<file path="src/rtl/audio_adc_rx.sv">
// audio_adc_rx: capture end of the CODEC serial interface.
// Oversamples AUD_BCLK / AUD_ADCLRCK / AUD_ADCDAT on CLOCK_50. It deserialises
// I2S stereo slots (one delay bit after each LRCK change, then MSB first) into
// parallel two's-complement samples, and presents each left/right pair with a
// one-cycle strobe.
//
// Ports:
//   CLOCK_50      system clock, all logic on the rising edge
//   reset         asynchronous active-low reset
//   aud_bclk      CODEC bit clock (asynchronous, synchronised here)
//   aud_adclrck   ADC LR clock, 0 = left slot, 1 = right slot
//   aud_adcdat    ADC serial data
//   peak_clr      clears the peak register (peak build only)
//   left_sample   last complete left word
//   right_sample  last complete right word
//   sample_valid  one-cycle pulse, new pair on left_sample/right_sample
//   frame_err     one-cycle pulse, slot ended before DATA_WIDTH bits arrived
//   peak          peak magnitude since last clear
//
// Build option: define AUDIO_RX_PEAK_EN to include the peak-magnitude tracker.
// Without it, peak is tied to 0 and peak_clr is ignored.

module audio_adc_rx #(
  parameter int unsigned DATA_WIDTH = 16
) (
  input  logic                  CLOCK_50,
  input  logic                  reset,
  input  logic                  aud_bclk,
  input  logic                  aud_adclrck,
  input  logic                  aud_adcdat,
  input  logic                  peak_clr,
  output logic [DATA_WIDTH-1:0] left_sample,
  output logic [DATA_WIDTH-1:0] right_sample,
  output logic                  sample_valid,
  output logic                  frame_err,
  output logic [DATA_WIDTH-2:0] peak
);

  localparam int unsigned CntW = $clog2(DATA_WIDTH + 1);
  localparam logic [CntW-1:0] LastBit = CntW'(DATA_WIDTH - 1);

  typedef enum logic [1:0] {StArm, StShift, StWait} state_e;

  // [0],[1] are the synchroniser; [2] is the edge register. lrck/dat share the
  // same depth so that their stage [2] lines up with rise_q.
  logic [2:0] bclk_pipe_q, lrck_pipe_q, dat_pipe_q;
  logic       rise_q;
  logic       lrck_s, dat_s;

  state_e                state_q, state_d;
  logic                  lrck_prev_q, lrck_prev_d;
  logic                  chan_q, chan_d;
  logic [CntW-1:0]       bitcnt_q, bitcnt_d;
  logic [DATA_WIDTH-2:0] shreg_q, shreg_d;
  logic [DATA_WIDTH-1:0] left_hold_q, left_hold_d;
  logic                  left_ok_q, left_ok_d;
  logic [DATA_WIDTH-1:0] left_q, left_d;
  logic [DATA_WIDTH-1:0] right_q, right_d;
  logic                  valid_q, valid_d;
  logic                  err_q, err_d;

  logic                  changed;
  logic                  start_slot;
  logic [DATA_WIDTH-1:0] word;

  assign lrck_s = lrck_pipe_q[2];
  assign dat_s  = dat_pipe_q[2];

  always_ff @(posedge CLOCK_50 or negedge reset) begin
    if (!reset) begin
      bclk_pipe_q <= '0;
      lrck_pipe_q <= '0;
      dat_pipe_q  <= '0;
      rise_q      <= 1'b0;
    end else begin
      bclk_pipe_q <= {bclk_pipe_q[1:0], aud_bclk};
      lrck_pipe_q <= {lrck_pipe_q[1:0], aud_adclrck};
      dat_pipe_q  <= {dat_pipe_q[1:0], aud_adcdat};
      rise_q      <= bclk_pipe_q[1] & ~bclk_pipe_q[2];
    end
  end

  always_ff @(posedge CLOCK_50 or negedge reset) begin
    if (!reset) begin
      state_q     <= StArm;
      lrck_prev_q <= 1'b0;
      chan_q      <= 1'b0;
      bitcnt_q    <= '0;
      shreg_q     <= '0;
      left_hold_q <= '0;
      left_ok_q   <= 1'b0;
      left_q      <= '0;
      right_q     <= '0;
      valid_q     <= 1'b0;
      err_q       <= 1'b0;
    end else begin
      state_q     <= state_d;
      lrck_prev_q <= lrck_prev_d;
      chan_q      <= chan_d;
      bitcnt_q    <= bitcnt_d;
      shreg_q     <= shreg_d;
      left_hold_q <= left_hold_d;
      left_ok_q   <= left_ok_d;
      left_q      <= left_d;
      right_q     <= right_d;
      valid_q     <= valid_d;
      err_q       <= err_d;
    end
  end

  always_comb begin
    state_d     = state_q;
    lrck_prev_d = lrck_prev_q;
    chan_d      = chan_q;
    bitcnt_d    = bitcnt_q;
    shreg_d     = shreg_q;
    left_hold_d = left_hold_q;
    left_ok_d   = left_ok_q;
    left_d      = left_q;
    right_d     = right_q;
    valid_d     = 1'b0;
    err_d       = 1'b0;
    start_slot  = 1'b0;
    changed     = (lrck_s != lrck_prev_q);
    word        = {shreg_q, dat_s};

    if (rise_q) begin
      lrck_prev_d = lrck_s;
      unique case (state_q)
        StArm, StWait: start_slot = changed;
        StShift: begin
          if (changed) begin
            // Short slot: drop the partial word and restart on this delay bit.
            err_d      = 1'b1;
            start_slot = 1'b1;
          end else begin
            shreg_d  = word[DATA_WIDTH-2:0];
            bitcnt_d = bitcnt_q + 1'b1;
            if (bitcnt_q == LastBit) begin
              state_d = StWait;
              if (!chan_q) begin
                left_hold_d = word;
                left_ok_d   = 1'b1;
              end else begin
                if (left_ok_q) begin
                  left_d  = left_hold_q;
                  right_d = word;
                  valid_d = 1'b1;
                end
                left_ok_d = 1'b0;
              end
            end
          end
        end
        default: state_d = StArm;
      endcase

      // The rise that sees the LRCK change is the I2S delay bit; nothing shifted.
      if (start_slot) begin
        chan_d   = lrck_s;
        bitcnt_d = '0;
        state_d  = StShift;
        // A new left slot must complete before the next right can form a pair.
        if (!lrck_s) begin
          left_ok_d = 1'b0;
        end
      end
    end
  end

  assign left_sample  = left_q;
  assign right_sample = right_q;
  assign sample_valid = valid_q;
  assign frame_err    = err_q;

`ifdef AUDIO_RX_PEAK_EN
  logic [DATA_WIDTH-2:0] peak_q, peak_d;
  logic [DATA_WIDTH-2:0] mag_l, mag_r;

  // |v| in DATA_WIDTH-1 bits; the most negative value saturates to all ones.
  function automatic logic [DATA_WIDTH-2:0] magnitude(input logic [DATA_WIDTH-1:0] v);
    logic [DATA_WIDTH-2:0] low;
    low = v[DATA_WIDTH-2:0];
    if (!v[DATA_WIDTH-1]) begin
      return low;
    end else if (low == '0) begin
      return '1;
    end else begin
      return ~low + 1'b1;
    end
  endfunction

  always_comb begin
    mag_l  = magnitude(left_q);
    mag_r  = magnitude(right_q);
    peak_d = peak_clr ? '0 : peak_q;
    // Clear only discards the old peak; a coincident pair still loads.
    if (valid_q) begin
      if (mag_l > peak_d) begin
        peak_d = mag_l;
      end
      if (mag_r > peak_d) begin
        peak_d = mag_r;
      end
    end
  end

  always_ff @(posedge CLOCK_50 or negedge reset) begin
    if (!reset) begin
      peak_q <= '0;
    end else begin
      peak_q <= peak_d;
    end
  end

  assign peak = peak_q;
`else
  logic unused_peak_clr;
  assign unused_peak_clr = peak_clr;
  assign peak = '0;
`endif

endmodule

</file>
<file path="config.mk">
export PLATFORM = sky130hd
export DESIGN_NAME = audio_adc_rx
export DESIGN_NICKNAME = d
export VERILOG_FILES = /design/src/rtl/audio_adc_rx.sv
export SDC_FILE = /design/constraint.sdc
export NUM_CORES = 1
export LEC_CHECK = 0
export CORE_MARGIN = 2
export CORE_UTILIZATION = 53
export CTS_CLUSTER_DIAMETER = 80
export DETAILED_ROUTE_END_ITERATION = 16
export PLACE_DENSITY = 0.9
export RECOVER_POWER = 25
export SYNTH_ARGS = -nofsm -noshare
export SYNTH_HDL_FRONTEND = slang
export SYNTH_SLANG_ARGS = --single-unit
</file>
<file path="constraint.sdc">
create_clock -name CLOCK_50 -period 2.7 [get_ports CLOCK_50]
set_clock_uncertainty 0.2 [all_clocks]
set_input_delay 0.54 -clock CLOCK_50 [delete_from_list [all_inputs] [get_ports CLOCK_50]]
set_output_delay 0.54 -clock CLOCK_50 [all_outputs]
set_load 0.005 [all_outputs]
</file>
==> flow_metrics.env, run 1 <==
export IMPL_multi_input_area_um2=1150
export IMPL_pwr_density_cell_nw_per_um2=606
export IMPL_max_vdd_ir_drop_mv=0.359
export IMPL_synth_cell_type_count=35
export IMPL_hp_class="reg2reg"
export IMPL_rrSetupSlack_ns=0.41
export IMPL_io_pins=55
export IMPL_reg2reg_depth=7
export IMPL_row_count=29
export IMPL_r2r_start="bitcnt_q[0]"
export IMPL_via_count=1851
export IMPL_leakage_nw=1.91
export IMPL_slew_violations=0
export IMPL_synthMuxAreaShare_pct=20.8
export IMPL_fin_crit_sh_pct=84.9
export IMPL_hpwl_um=3610
export IMPL_viasPerCell=5.29
export IMPL_io_buffers=38
export IMPL_crit_path_max_incr_delay_ns=0.43
export IMPL_synth_top_family_by_area="multiplexers"
export IMPL_htree_levels=3
export IMPL_ctsLongestPathBuffers=2
export IMPL_synth_top_area_cell="dfrtp_1"
export IMPL_post_synth_cell_area_avg_um2=15.3
export IMPL_cts_resized=0
export IMPL_synth_compound_area_share_pct=3.78
export IMPL_routedWlPerCell_um=15.4
export IMPL_start_kind="register"
export IMPL_area_growth_pct=17.4
export IMPL_tightest_slew_ns=1.08
export IMPL_synth_fa_ha_area_share_pct=1.10
export IMPL_cp_end_kind="register"
export IMPL_fillers=447
export IMPL_synth_edf_count=0
export IMPL_yosysTopAreaCellShare_pct=62.4
export IMPL_synth_xor_area_share_pct=0.477
export IMPL_synth_area_leaders="dfrtp_1 62%, mux2_2 20%, buf_4 3.3%"
export IMPL_start_util_pct=54.3
export IMPL_tns_ns=0
export IMPL_fin_crit_ns=2.29
export IMPL_dp_cells=333
export IMPL_rsz0062_at_grt="false"
export IMPL_drtIter0Drc=128
export IMPL_crit_type="reg2reg"
export IMPL_ys_warn_count=0
export IMPL_status="finished clean"
export IMPL_crit_family="simple AND/OR/NAND/NOR gates"
export IMPL_clkSinkCount=85
export IMPL_path_buf_inv=1
export IMPL_antenna_found_initial=0
export IMPL_drc_errors=0
export IMPL_cp_cell_sequence="ha_1 -> and3_1 -> ha_1 -> nand3_1 -> nor3_4 -> buf_4 -> mux2_2"
export IMPL_path_max_fanout=21
export IMPL_die_width_um=84.2
export IMPL_power_mw=2.42
export IMPL_layout_setup_ws_ns=0.407
export IMPL_min_from="dat_pipe_q[1]"
export IMPL_grtUsageTotal_pct=16.6
export IMPL_crit_arrival_ns=2.33
export IMPL_num_antenna_cells=0
export IMPL_hold_viol_final=0
export IMPL_ys_seq_area_share_pct=62.4
export IMPL_crit_start="bitcnt_q[0]"
export IMPL_routed_wl_um=5390
export IMPL_dp_slack_ns=0.394
export IMPL_path_depth=7
export IMPL_ys_flop_type="dfrtp_1"
export IMPL_critical_path_most_common_cell="ha_1"
export IMPL_clock_latency_ns=0.35
export IMPL_synth_most_common_cell="dfrtp_1"
export IMPL_slowest_stage="dfrtp_1"
export IMPL_required_ns=2.74
export IMPL_grt_start_max_net_pins=45
export IMPL_die_height_um=84.2
export IMPL_drive_gt1_share_pct=31.1
export IMPL_tritoncts="yes"
export IMPL_cts_buffers=9
export IMPL_ys_async_sr_fraction_pct=100
export IMPL_fin_cells=350
export IMPL_reg2reg_to="right_sample[11]"
export IMPL_relSlewSlack_pct=28.0
export IMPL_register_area_um2=2130
export IMPL_max_cap_violations=0
export IMPL_setup_viol=0
export IMPL_synthTopCellsByCount="85 x dfrtp_1, 60 x mux2_2, 15 x buf_4"
export IMPL_timing_fmax_mhz=436
export IMPL_fp_coreArea_um2=6280
export IMPL_endpoint="right_sample[11]"
export IMPL_drtPass1Iterations=4
export IMPL_ys_ff_latch=85
export IMPL_ant_nets=0
export IMPL_grt_pass1_wl_um=9050
export IMPL_grt_overflow_total=0
export IMPL_die_area_um2=7090
export IMPL_layout_nets=277
export IMPL_gp_congestion=0.768
export IMPL_grt_pass1_vias=1846
export IMPL_synth_simple_gate_area_share_pct=5.99
export IMPL_clk_pin_slew_ns=0.09
export IMPL_final_util_pct=63.7
export IMPL_syn_cell_area_um2=3410
export IMPL_root_buffer="clkbuf_8"
export IMPL_netlist_instances=223
metrics by stage:
stage	hold slack (ns)	area [um2]
floorplan	0.0444	3460
global placement	0.133	3810
detailed placement	0.137	3810
CTS	0.155	4000
global route	0.165	4000
finish	0.152	4000
how the worst min path moves through the flow:
stage,slack (ns),cells after the start,endpoint
after floorplan,0.04,0,bclk_pipe_q[0]
after global placement,0.13,0,dat_pipe_q[2]
after detailed placement,0.14,0,dat_pipe_q[2]
after CTS,0.16,0,dat_pipe_q[2]
after global routing,0.16,0,dat_pipe_q[1]
final,0.15,0,dat_pipe_q[2]
flip-flops by register name, summed over array words and instances, names as in the netlist, 3 cells and up:
register,cells
shreg_q,15
left_sample,16
bitcnt_q,5
left_hold_q,16
dat_pipe_q,3
right_sample,16
bclk_pipe_q,3
lrck_pipe_q,3
repair_timing:
action                                 CTS  global route
buffers inserted                         0             0
endpoints found under the hold margin   43             0
hold buffers                             1             0
per-layer routing:
layer  track usage [%]  up-vias  share of wire [%]
met1              21.9      950                 43
met5                 0        -                  0
li1                  -      851                  -
met3              5.31        7                4.1
met4              7.92        0                1.8
met2              25.0       43                 51
report_power, final:
part           switching, mW  leakage, nW  internal (mW)
logic                 0.0785        0.683         0.0864
clock network          0.454       0.0881          0.371
registers             0.0826         1.14           1.35
total                  0.615         1.91           1.81
logic make-up after synthesis:
family                     after synthesis
AOI/OAI and AO/OA                       18
other                                    1
DFF                                     85
and+or+nand+nor                         26
adders and majority gates                3
muxes                                   63
buffers and inverters                   26
xor gates and xnor gates                 1
layout by cell type (no fill, tap or decap), drive strengths merged:
master,instances
a21oi,2
a221o,4
a22o,2
a2bb2oi,1
a31oi,1
and2,2
and3,4
and4,1
buf,4
clkbuf,12
clkdlybuf4s50,34
clkinv,1
clkinvlp,2
conb,15
dfrtp,85
dlygate4sd3,4
ha,3
inv,5
mux2,63
nand2,3
nand3,2
nand3b,2
nor2,2
nor2b,4
nor3,1
nor3b,2
nor4b,1
o21ai,6
o2bb2ai,1
o31ai,1
or4,1
or4bb,1
xor2,1
final cells by class:
class / count / area share, %
clock buffers: 11 / 3.53
clock inverters: 5 / 1.09
inverters: 3 / 0.282
multi-input cells: 126 / 28.8
flip-flops and latches: 85 / 53.2
well taps: 77 / 2.41
repair buffers: 43 / 10.7
Note: power is estimated with default switching activity, not from simulation.
==> inputs of run 2 (changes only) <==
==> constraint.sdc (replaced) <==
create_clock -name CLOCK_50 -period 2.25 [get_ports CLOCK_50]
set_clock_uncertainty 0.2 [all_clocks]
set_input_delay 0.45 -clock CLOCK_50 [delete_from_list [all_inputs] [get_ports CLOCK_50]]
set_output_delay 0.45 -clock CLOCK_50 [all_outputs]
set_load 0.005 [all_outputs]
==> flow_metrics.env, run 2 (same netlist as run 1, synthesis figures left out) <==
export IMPL_hold_viol_final=0
export IMPL_register_area_um2=2130
export IMPL_antenna_found_initial=0
export IMPL_die_width_um=84.2
export IMPL_layout_nets=288
export IMPL_design_area_um2=4200
export IMPL_grt_pass1_vias=1993
export IMPL_io_pins=55
export IMPL_clk_pin_slew_ns=0.09
export IMPL_grt_overflow_total=0
export IMPL_pwr_density_cell_nw_per_um2=777
export IMPL_ant_nets=0
export IMPL_tritoncts="yes"
export IMPL_drc_errors=0
export IMPL_root_buffer="clkbuf_8"
export IMPL_postPlaceCellArea_um2=3870
export IMPL_htree_levels=3
export IMPL_fin_crit_sh_pct=99.3
export IMPL_clkSinkCount=85
export IMPL_routedWlPerCell_um=17.3
export IMPL_crit_arrival_ns=2.27
export IMPL_fp_coreArea_um2=6280
export IMPL_max_vdd_ir_drop_mv=0.638
export IMPL_hold_slack_ns=0.156
export IMPL_hp_class="reg2reg"
export IMPL_final_cell_mix="85 x dfrtp_1, 60 x mux2_2, 34 x clkdlybuf4s50_1"
export IMPL_crit_type="reg2reg"
export IMPL_via_count=1942
export IMPL_num_antenna_cells=0
export IMPL_cts_buffers=9
export IMPL_ctsLongestPathBuffers=2
export IMPL_row_count=29
export IMPL_drive_gt1_share_pct=34.9
export IMPL_hpwl_um=3800
export IMPL_start_kind="register"
export IMPL_required_ns=2.29
export IMPL_die_area_um2=7090
export IMPL_relSlewSlack_pct=34.2
export IMPL_multi_input_area_um2=1170
export IMPL_highest_layer="met4"
export IMPL_max_cap_violations=0
export IMPL_status="finished clean"
export IMPL_setup_viol=0
export IMPL_wl_met1_um=2610
export IMPL_die_height_um=84.2
export IMPL_fillers=437
export IMPL_timing_fmax_mhz=447
export IMPL_final_util_pct=66.9
export IMPL_tightest_slew_ns=0.988
export IMPL_leakage_nw=2.00
export IMPL_dp_slack_ns=0.0323
export IMPL_area_growth_pct=23.3
export IMPL_drtIter0Drc=61
export IMPL_layout_setup_ws_ns=0.0149
export IMPL_grt_pass1_wl_um=10000
export IMPL_wl_met3_um=226
export IMPL_final_common_cell="dfrtp_1"
export IMPL_path_max_fanout=6
export IMPL_wl_met2_um=3320
export IMPL_start_util_pct=54.3
export IMPL_drtPass1Iterations=4
export IMPL_routed_wl_um=6250
export IMPL_io_buffers=38
export IMPL_fin_crit_ns=2.24
export IMPL_clock_latency_ns=0.35
export IMPL_grt_start_max_net_pins=40
export IMPL_gp_congestion=0.714
export IMPL_cp_end_kind="register"
export IMPL_viasPerCell=5.38
export IMPL_grtUsageTotal_pct=18.2
export IMPL_slew_violations=0
==> run 2: cell count changes in the layout (fill, tap and decap cells not counted), sizes merged <==
cell	before	now
inv	5	4
buf	4	13
clkinvlp	2	1
clkbuf	12	14
clkinv	1	0
bufinv	0	3
==> run 2: worst paths after layout <==
kind / from / end / slack [ns] / cells after the start
setup / recovery: bitcnt_q[1] / left_sample[12] / 0.01 / 8
hold / removal: dat_pipe_q[0] / dat_pipe_q[1] / 0.16 / 0
setup reg to reg: bitcnt_q[1] / left_sample[12] / 0.01 / 8
hold reg to reg: dat_pipe_q[0] / dat_pipe_q[1] / 0.16 / 0
max in group asynchronous: reset / shreg_q[9] / 0.47 / 3
min in group asynchronous: reset / left_sample[10] / 0.58 / 2
==> run 2: repair_timing <==
item                       CTS  global route
pin swaps                    0             2
setup buffers                0             2
resized for setup            0            14
hold endpoints to repair    37             0
cloned                       0             2
setup endpoints to repair   20            32
hold buffers                 1             0
==> run 2: area by class of cell <==
type / instances / share of cell area (%)
Tap cell: 77 / 2.29
Timing Repair Buffer: 54 / 13.1
Multi-Input combinational cell: 126 / 27.8
Sequential cell: 85 / 50.6
Inverter: 3 / 0.268
Clock inverter: 5 / 2.53
Clock buffer: 11 / 3.37
==> run 2: metrics by stage <==
stage               setup TNS [ns]  total power [mW]  cells
floorplan                        0              1.88    237
global placement                 0              1.95    340
detailed placement               0              1.97    340
CTS                         -0.208              3.28    357
global route                -0.126              3.38    361
finish                           0              3.26    361
==> run 2: layer usage <==
layer,global-route usage [%],up-vias
met4,5.72,0
met3,5.80,10
met5,0,-
met2,31.0,39
li1,-,871
met1,22.2,1022
==> run 2: power by group <==
part / switching, mW / internal, mW / total, mW
clock network: 0.533 / 0.772 / 1.30
logic: 0.116 / 0.125 / 0.241
registers: 0.0982 / 1.62 / 1.72
total: 0.747 / 2.52 / 3.26
==> run 2: worst max-delay path, stage by stage (launching register included) <==
cell and delay, ns:
dfrtp_1 0.40, ha_2 0.20, and3_4 0.18, ha_2 0.19, nand3_2 0.09, nor3_4 0.22
buf_12 0.16, buf_6 0.14, mux2_2 0.34
